===== config.mk =====
export PLATFORM = sky130hd
export DESIGN_NAME = round_down_sequencer
export DESIGN_NICKNAME = d
export VERILOG_FILES = /design/src/rtl/cipher_pkg.sv /design/src/rtl/round_down_counter.sv /design/src/rtl/round_down_sequencer.sv
export SDC_FILE = /design/constraint.sdc
export NUM_CORES = 1
export LEC_CHECK = 0
export ABC_AREA = 1
export BUFFER_PORTS_ARGS = -buffer_cell sky130_fd_sc_hd__buf_4
export CORE_MARGIN = 1
export CORE_UTILIZATION = 30
export CTS_CLUSTER_DIAMETER = 120
export CTS_CLUSTER_SIZE = 8
export DETAILED_ROUTE_END_ITERATION = 16
export HOLD_SLACK_MARGIN = 0.03
export PLACE_DENSITY = 0.56
export SYNTH_ARGS = -nofsm -noshare
export SYNTH_HDL_FRONTEND = slang
export SYNTH_SLANG_ARGS = --single-unit

===== constraint.sdc =====
create_clock -name clk -period 3.9 [get_ports clk]
set_clock_uncertainty 0.2 [all_clocks]
set_input_delay 0.39 -clock clk [delete_from_list [all_inputs] [get_ports clk]]
set_output_delay 0.39 -clock clk [all_outputs]
set_load 0.1 [all_outputs]

===== src/rtl/cipher_pkg.sv =====
// Shared constants and types for the cipher core round sequencing logic.
package cipher_pkg;

    localparam int unsigned NUM_ROUNDS_DEF = 16;
    localparam int unsigned CNT_WIDTH_DEF  = 5;

    typedef logic [CNT_WIDTH_DEF-1:0] round_cnt_t;

    typedef enum logic [1:0] {
        IDLE,
        LOAD,
        ROUND,
        DONE
    } seq_state_t;

endpackage


===== src/rtl/round_down_counter.sv =====
// Loadable down-counter that saturates at zero; flags when the count is one.
module round_down_counter #(
    parameter int unsigned Width = 5
) (
    input  logic             clk,
    input  logic             n_rst,
    input  logic             load,
    input  logic [Width-1:0] load_value,
    input  logic             dec_en,
    output logic [Width-1:0] count,
    output logic             is_one
);

    logic [Width-1:0] count_d, count_q;

    always_comb begin
        count_d = count_q;
        if (load) begin
            count_d = load_value;
        end else if (dec_en && (count_q != '0)) begin
            count_d = count_q - Width'(1);
        end
    end

    always_ff @(posedge clk or negedge n_rst) begin
        if (!n_rst) begin
            count_q <= '0;
        end else begin
            count_q <= count_d;
        end
    end

    assign count  = count_q;
    assign is_one = (count_q == Width'(1));

endmodule


===== src/rtl/round_down_sequencer.sv =====
// Decrypt-side round sequencer: walks round keys from NUM_ROUNDS down to 1,
// handshaking each round with the inverse-round datapath.
module round_down_sequencer
    import cipher_pkg::*;
#(
    parameter int unsigned NUM_ROUNDS = cipher_pkg::NUM_ROUNDS_DEF,
    parameter int unsigned CNT_WIDTH  = cipher_pkg::CNT_WIDTH_DEF
) (
    input  logic                 clk,
    input  logic                 n_rst,
    input  logic                 start,
    input  logic                 abort,
    input  logic                 round_ack,
    output logic                 round_valid,
    output logic [CNT_WIDTH-1:0] round_count,
    output logic [CNT_WIDTH-1:0] key_index,
    output logic                 first_round,
    output logic                 final_round,
    output logic                 busy,
    output logic                 done
);

    if (NUM_ROUNDS < 1) begin : g_bad_rounds
        $error("round_down_sequencer: NUM_ROUNDS must be at least 1");
    end
    if ((64'd1 << CNT_WIDTH) <= 64'(NUM_ROUNDS)) begin : g_bad_width
        $error("round_down_sequencer: CNT_WIDTH too narrow for NUM_ROUNDS");
    end

    seq_state_t state_d, state_q;

    logic                 cnt_load;
    logic [CNT_WIDTH-1:0] cnt_load_value;
    logic                 cnt_dec;
    logic [CNT_WIDTH-1:0] cnt;
    logic                 cnt_is_one;

    round_down_counter #(
        .Width (CNT_WIDTH)
    ) u_counter (
        .clk        (clk),
        .n_rst      (n_rst),
        .load       (cnt_load),
        .load_value (cnt_load_value),
        .dec_en     (cnt_dec),
        .count      (cnt),
        .is_one     (cnt_is_one)
    );

    always_ff @(posedge clk or negedge n_rst) begin
        if (!n_rst) begin
            state_q <= IDLE;
        end else begin
            state_q <= state_d;
        end
    end

    // Abort overrides everything; clearing goes through the counter load path.
    always_comb begin
        state_d        = state_q;
        cnt_load       = 1'b0;
        cnt_load_value = '0;
        cnt_dec        = 1'b0;
        if (abort) begin
            state_d  = IDLE;
            cnt_load = 1'b1;
        end else begin
            unique case (state_q)
                IDLE: begin
                    if (start) begin
                        state_d        = LOAD;
                        cnt_load       = 1'b1;
                        cnt_load_value = CNT_WIDTH'(NUM_ROUNDS);
                    end
                end
                LOAD: state_d = ROUND;
                ROUND: begin
                    if (round_ack) begin
                        cnt_dec = 1'b1;
                        state_d = cnt_is_one ? DONE : LOAD;
                    end
                end
                DONE: state_d = IDLE;
                default: state_d = IDLE;
            endcase
        end
    end

    always_comb begin
        round_valid = (state_q == ROUND);
        busy        = (state_q == LOAD) || (state_q == ROUND);
        done        = (state_q == DONE);
        first_round = round_valid && (cnt == CNT_WIDTH'(NUM_ROUNDS));
        final_round = round_valid && cnt_is_one;
        round_count = cnt;
        key_index   = cnt;
    end

endmodule

# ---- Word-level counts from Yosys, hierarchy flattened
# Index checks and enable logic that the tools add are counted.
dict set report word_totals {
  out_inout_bits 15
  word_cells 34
  reg_bits 7
  input_bits 5
}
dict set report op_classes {
  eq_ne 7
  add_sub_neg 1
  n_reduce_logical 8
  muxes 16
}
# operator count
set ops {}
lappend ops {{5-bit 2-to-1 mux} 5}
lappend ops {{2-bit 2-to-1 mux} 4}
lappend ops {{2-bit one-hot mux with 4 select lines} 1}
lappend ops {{1-bit 2-to-1 mux} 6}
lappend ops {{3-bit != test, second input constant} 2}
lappend ops {{5-bit by 1-bit equality test with 1-bit output, second input constant} 1}
lappend ops {{5-bit equality test, second input constant} 1}
lappend ops {{5-bit nonzero test} 1}
lappend ops {{5-bit by 1-bit subtractor with 5-bit output, second input constant} 1}
lappend ops {{2-bit equality test, second input constant} 2}
lappend ops {{1-bit logical AND} 3}
lappend ops {{2-bit by 1-bit equality test with 1-bit output, second input constant} 1}
lappend ops {{2-bit logical NOT} 1}
lappend ops {{2-bit AND reduction} 1}
lappend ops {{2-bit nonzero test} 1}
lappend ops {{1-bit logical OR} 1}

# ---- Logic depth before layout (Yosys ltp)
dict set report logic_depth {
  ltp_word 6
  depth_mapped 9
  depth_no_buf 9
}

# ---- Cells and area by module
# Synthesis repeated with hierarchy kept, for this count alone.
dict set report unflattened {
  cells_unflattened 90
  hier_area_um2 614.3
}
# module cells_per_inst instances seq_area_each_um2 area_each_um2
set modules_own_cells {}
lappend modules_own_cells {round_down_counter 48 1 125.1 335.3}
lappend modules_own_cells {round_down_sequencer 42 1 50.0 279.0}

# ---- Worst setup path after synthesis
# No wires, ideal clock.
dict set report synth_path {
  path_kind {register -> output}
  start {register state_q[0]}
  end {output first_round}
  required_time_ns 3.310
  path_buffers 0
  t_arrival_ns 2.815
  stages_incl_launch_ff 5
  slack_ns 0.495
  path_cell_list {dfrtp_1 -> inv_1 -> ha_1 -> inv_1 -> nor2_1}
}
dict set report synth_via {
  elab_chain_len 2
}
# item line
set synth_rtl {}
lappend synth_rtl {{start, declared} round_down_sequencer.sv:30} ;# seq_state_t state_d, state_q;
lappend synth_rtl {{start signal, assigned} round_down_sequencer.sv:54} ;# state_q <= state_d;
lappend synth_rtl {{2-bit equality test} round_down_sequencer.sv:90} ;# round_valid = (state_q == ROUND);
lappend synth_rtl {{net round_valid} round_down_sequencer.sv:14} ;# output logic round_valid,
lappend synth_rtl {{1-bit logical AND} round_down_sequencer.sv:93} ;# first_round = round_valid && (cnt == CNT_WIDTH'(NUM_ROUNDS));
lappend synth_rtl {{end, declared} round_down_sequencer.sv:17} ;# output logic first_round,
# The timed path passes the listed nets, and every way through them passes these cells.

# ---- Worst setup path in the final report
dict set report layout_path {
  start {register state_q[0]}
  end {output final_round}
}
dict set report layout_via {
  elab_chain_len 2
}
# item line
set layout_rtl {}
lappend layout_rtl {{2-bit equality test} round_down_sequencer.sv:90}
lappend layout_rtl {{1-bit logical AND} round_down_sequencer.sv:94} ;# final_round = round_valid && cnt_is_one;
lappend layout_rtl {{end, declared} round_down_sequencer.sv:18} ;# output logic final_round,
# Every way passes these cells.

==> impl_metrics.toml <==
[placed_design]
dp_hpwl_um = 942
place_inst = 117
port_buffers = 19
globalplace.congestion = 0.764

[synthesis]
ys_types = 19
syn_area_um2 = 591
synth_seq_cells = 7
seq_area_frac_synth_pct = 29.7
synthCells = 78
ys_warn_count = 0
synth_area_per_cell_um2 = 7.57
mappedNetlistNets = 90

[global_route]
grt_pass1_wl_um = 1820
gr-total-overflow = 0
grt_max_degree = 8
grt_pass1_vias = 432
grt_util_all_layers_pct = 12.1
grt_antenna_before_repair = 0

[worst_setup_path]
path_class = "reg -> out"
crit_path_end_kind = "output port"
cp_data_arrival_time_ns = 1.51
critical_path_required_ns = 3.31
r2r-start = "state_q[0]$_DFFE_PN0P_"
r2r-end = "state_q[1]$_DFFE_PN0P_"
startpoint_type = "flop"
ff2ff_setup_slack_ns = 2.35
reg2regPathDepth = 8
critPathMaxFanout = 5

[clock_tree]
root_buffer = "clkbuf_4"
cts.sinks = 7
cts_tree = "yes"
clockBufferDepth = 2
post_cts_buffers = 0
cts_buffers = 3
cts.reportedPaths.clkPinSlew_ns = 0.04
cts-resized-gates = 0
cts_max_level = 1
cts-hold-fix-buffers = 1
clock_latency_ns = 0.24

[final_layout]
nets = 110
fillers = 195
n_antenna_cell = 0
fin_cells = 122
drive_gt1_share_pct = 30.9
syn_to_final_growth_pct = 29.2
final_cell_mix = "19 x nand2_1, 19 x buf_4, 13 x inv_1"

[sta]
hold_viol_final = 0
rsz0062_at_grt = "no"
drv_slew = 0
fmax_ghz = 0.477
finalSetupViolCount = 0
finalCriticalPeriod_ns = 2.10
relSlewSlack_pct = 81.6
tns_ns = 0
tightest_slew_ns = 0.278
finalCritPeriodShare_pct = 53.8

[floorplanning]
die_x_um = 46.4
coreArea_um2 = 1780
initial_core_util_pct = 33.1
top_level_ports = 20
rows = 15
die_area_um2 = 2150
die_h_um = 46.4

[detailed_routing]
firstDrtPassIters = 4
drt-wirelength-per-cell_um = 9.07
ant_nets = 0
drtIter0Drc = 4
wl_um = 1110
viasPerCell = 4.09
route.detailed.drc = 0
vias = 499

[hold_path]
hold_class = "in -> reg"
min_from = "abort"
hold_path_end = "state_q[0]$_DFFE_PN0P_"
holdPathStages = 2

[flow_run]
cap_viol_max_count = 0

[run_status]
status = "finished clean"
==> worst max-delay path by stage <==
stage,depth (start not counted),endpoint,from,slack [ns]
2_1_floorplan,4,first_round,state_q[0]$_DFFE_PN0P_,0.50
3_3_place_gp,5,first_round,u_counter.count[0]$_DFFE_PN0P_,2.06
3_5_place_dp,5,first_round,u_counter.count[0]$_DFFE_PN0P_,2.05
4_1_cts,5,first_round,u_counter.count[0]$_DFFE_PN0P_,1.77
5_1_grt,5,first_round,u_counter.count[0]$_DFFE_PN0P_,1.66
6_report,5,final_round,state_q[0]$_DFFE_PN0P_,1.80
==> layer usage <==
| metal | vias to the layer above | track usage, % | share of wire [%] |
|---|---|---|---|
| li1 | 274 | - | - |
| met1 | 220 | 17.7 | 52 |
| met2 | 5 | 16.9 | 47 |
| met3 | 0 | 1.18 | 1.4 |
| met4 | 0 | 7.06 | 0 |
| met5 | - | 0 | 0 |
==> cell usage after synthesis <==
library cell | number | area, um2
nand2_1 | 19 | 71.3
inv_1 | 13 | 48.8
nand3_1 | 10 | 50.1
dfrtp_1 | 7 | 175
ha_1 | 7 | 87.6
buf_4 | 5 | 37.5
nor2_1 | 4 | 15.0
nand4_1 | 2 | 12.5
a21oi_4 | 1 | 16.3
clkinv_4 | 1 | 8.76
inv_2 | 1 | 3.75
nand2_2 | 1 | 6.26
nand2_4 | 1 | 11.3
nand3_2 | 1 | 10.0
nor2_2 | 1 | 6.26
o21ai_1 | 1 | 5.00
o21ai_2 | 1 | 8.76
o31ai_1 | 1 | 7.51
xor2_1 | 1 | 8.76
==> cell families (layout without fill, tap and decap cells) <==
group                    Yosys count  in the layout  share of synthesized area (%)
AO/OA/AOI/OAI                      4              4                           6.36
XOR/XNOR                           1              1                           1.48
adder cells (fa/ha/maj)            7              7                           14.8
AND/OR/NAND/NOR                   39             39                           30.9
flip-flops                         7              7                           29.7
buffers and inverters             20             39                           16.7
==> stage by stage <==
step	util, %	setup WS (ns)	area (um2)	hold slack [ns]
after floorplan	-	0.495	591	-0.106
after global placement	40.8	2.06	727	0.00470
after detailed placement	40.8	2.05	727	0.00539
after CTS	42.8	1.77	763	0.180
after global routing	42.8	1.66	763	0.179
final	42.8	1.80	763	0.186
==> final cells by class <==
cell class / instances / area (um2) / area share (%)
well taps: 25 / 31.3 / 4.10
multi-input cells: 51 / 317 / 41.5
inverters: 15 / 61.3 / 8.03
flip-flops and latches: 7 / 175 / 23.0
repair buffers: 20 / 153 / 20.0
clock buffers: 4 / 26.3 / 3.44
==> state kept, by name, summed over array words and instances, names as in the netlist <==
name and count:
u_counter.count 5, state_q 2
==> critical path: stages (launching register included) <==
cell	delay, ns
dfrtp_1	0.38
inv_1	0.12
ha_1	0.25
nand4_1	0.14
inv_1	0.08
buf_4	0.28
Power is not shown: default switching activity piles up to over one toggle a cycle in this logic, so the estimate is an artifact.
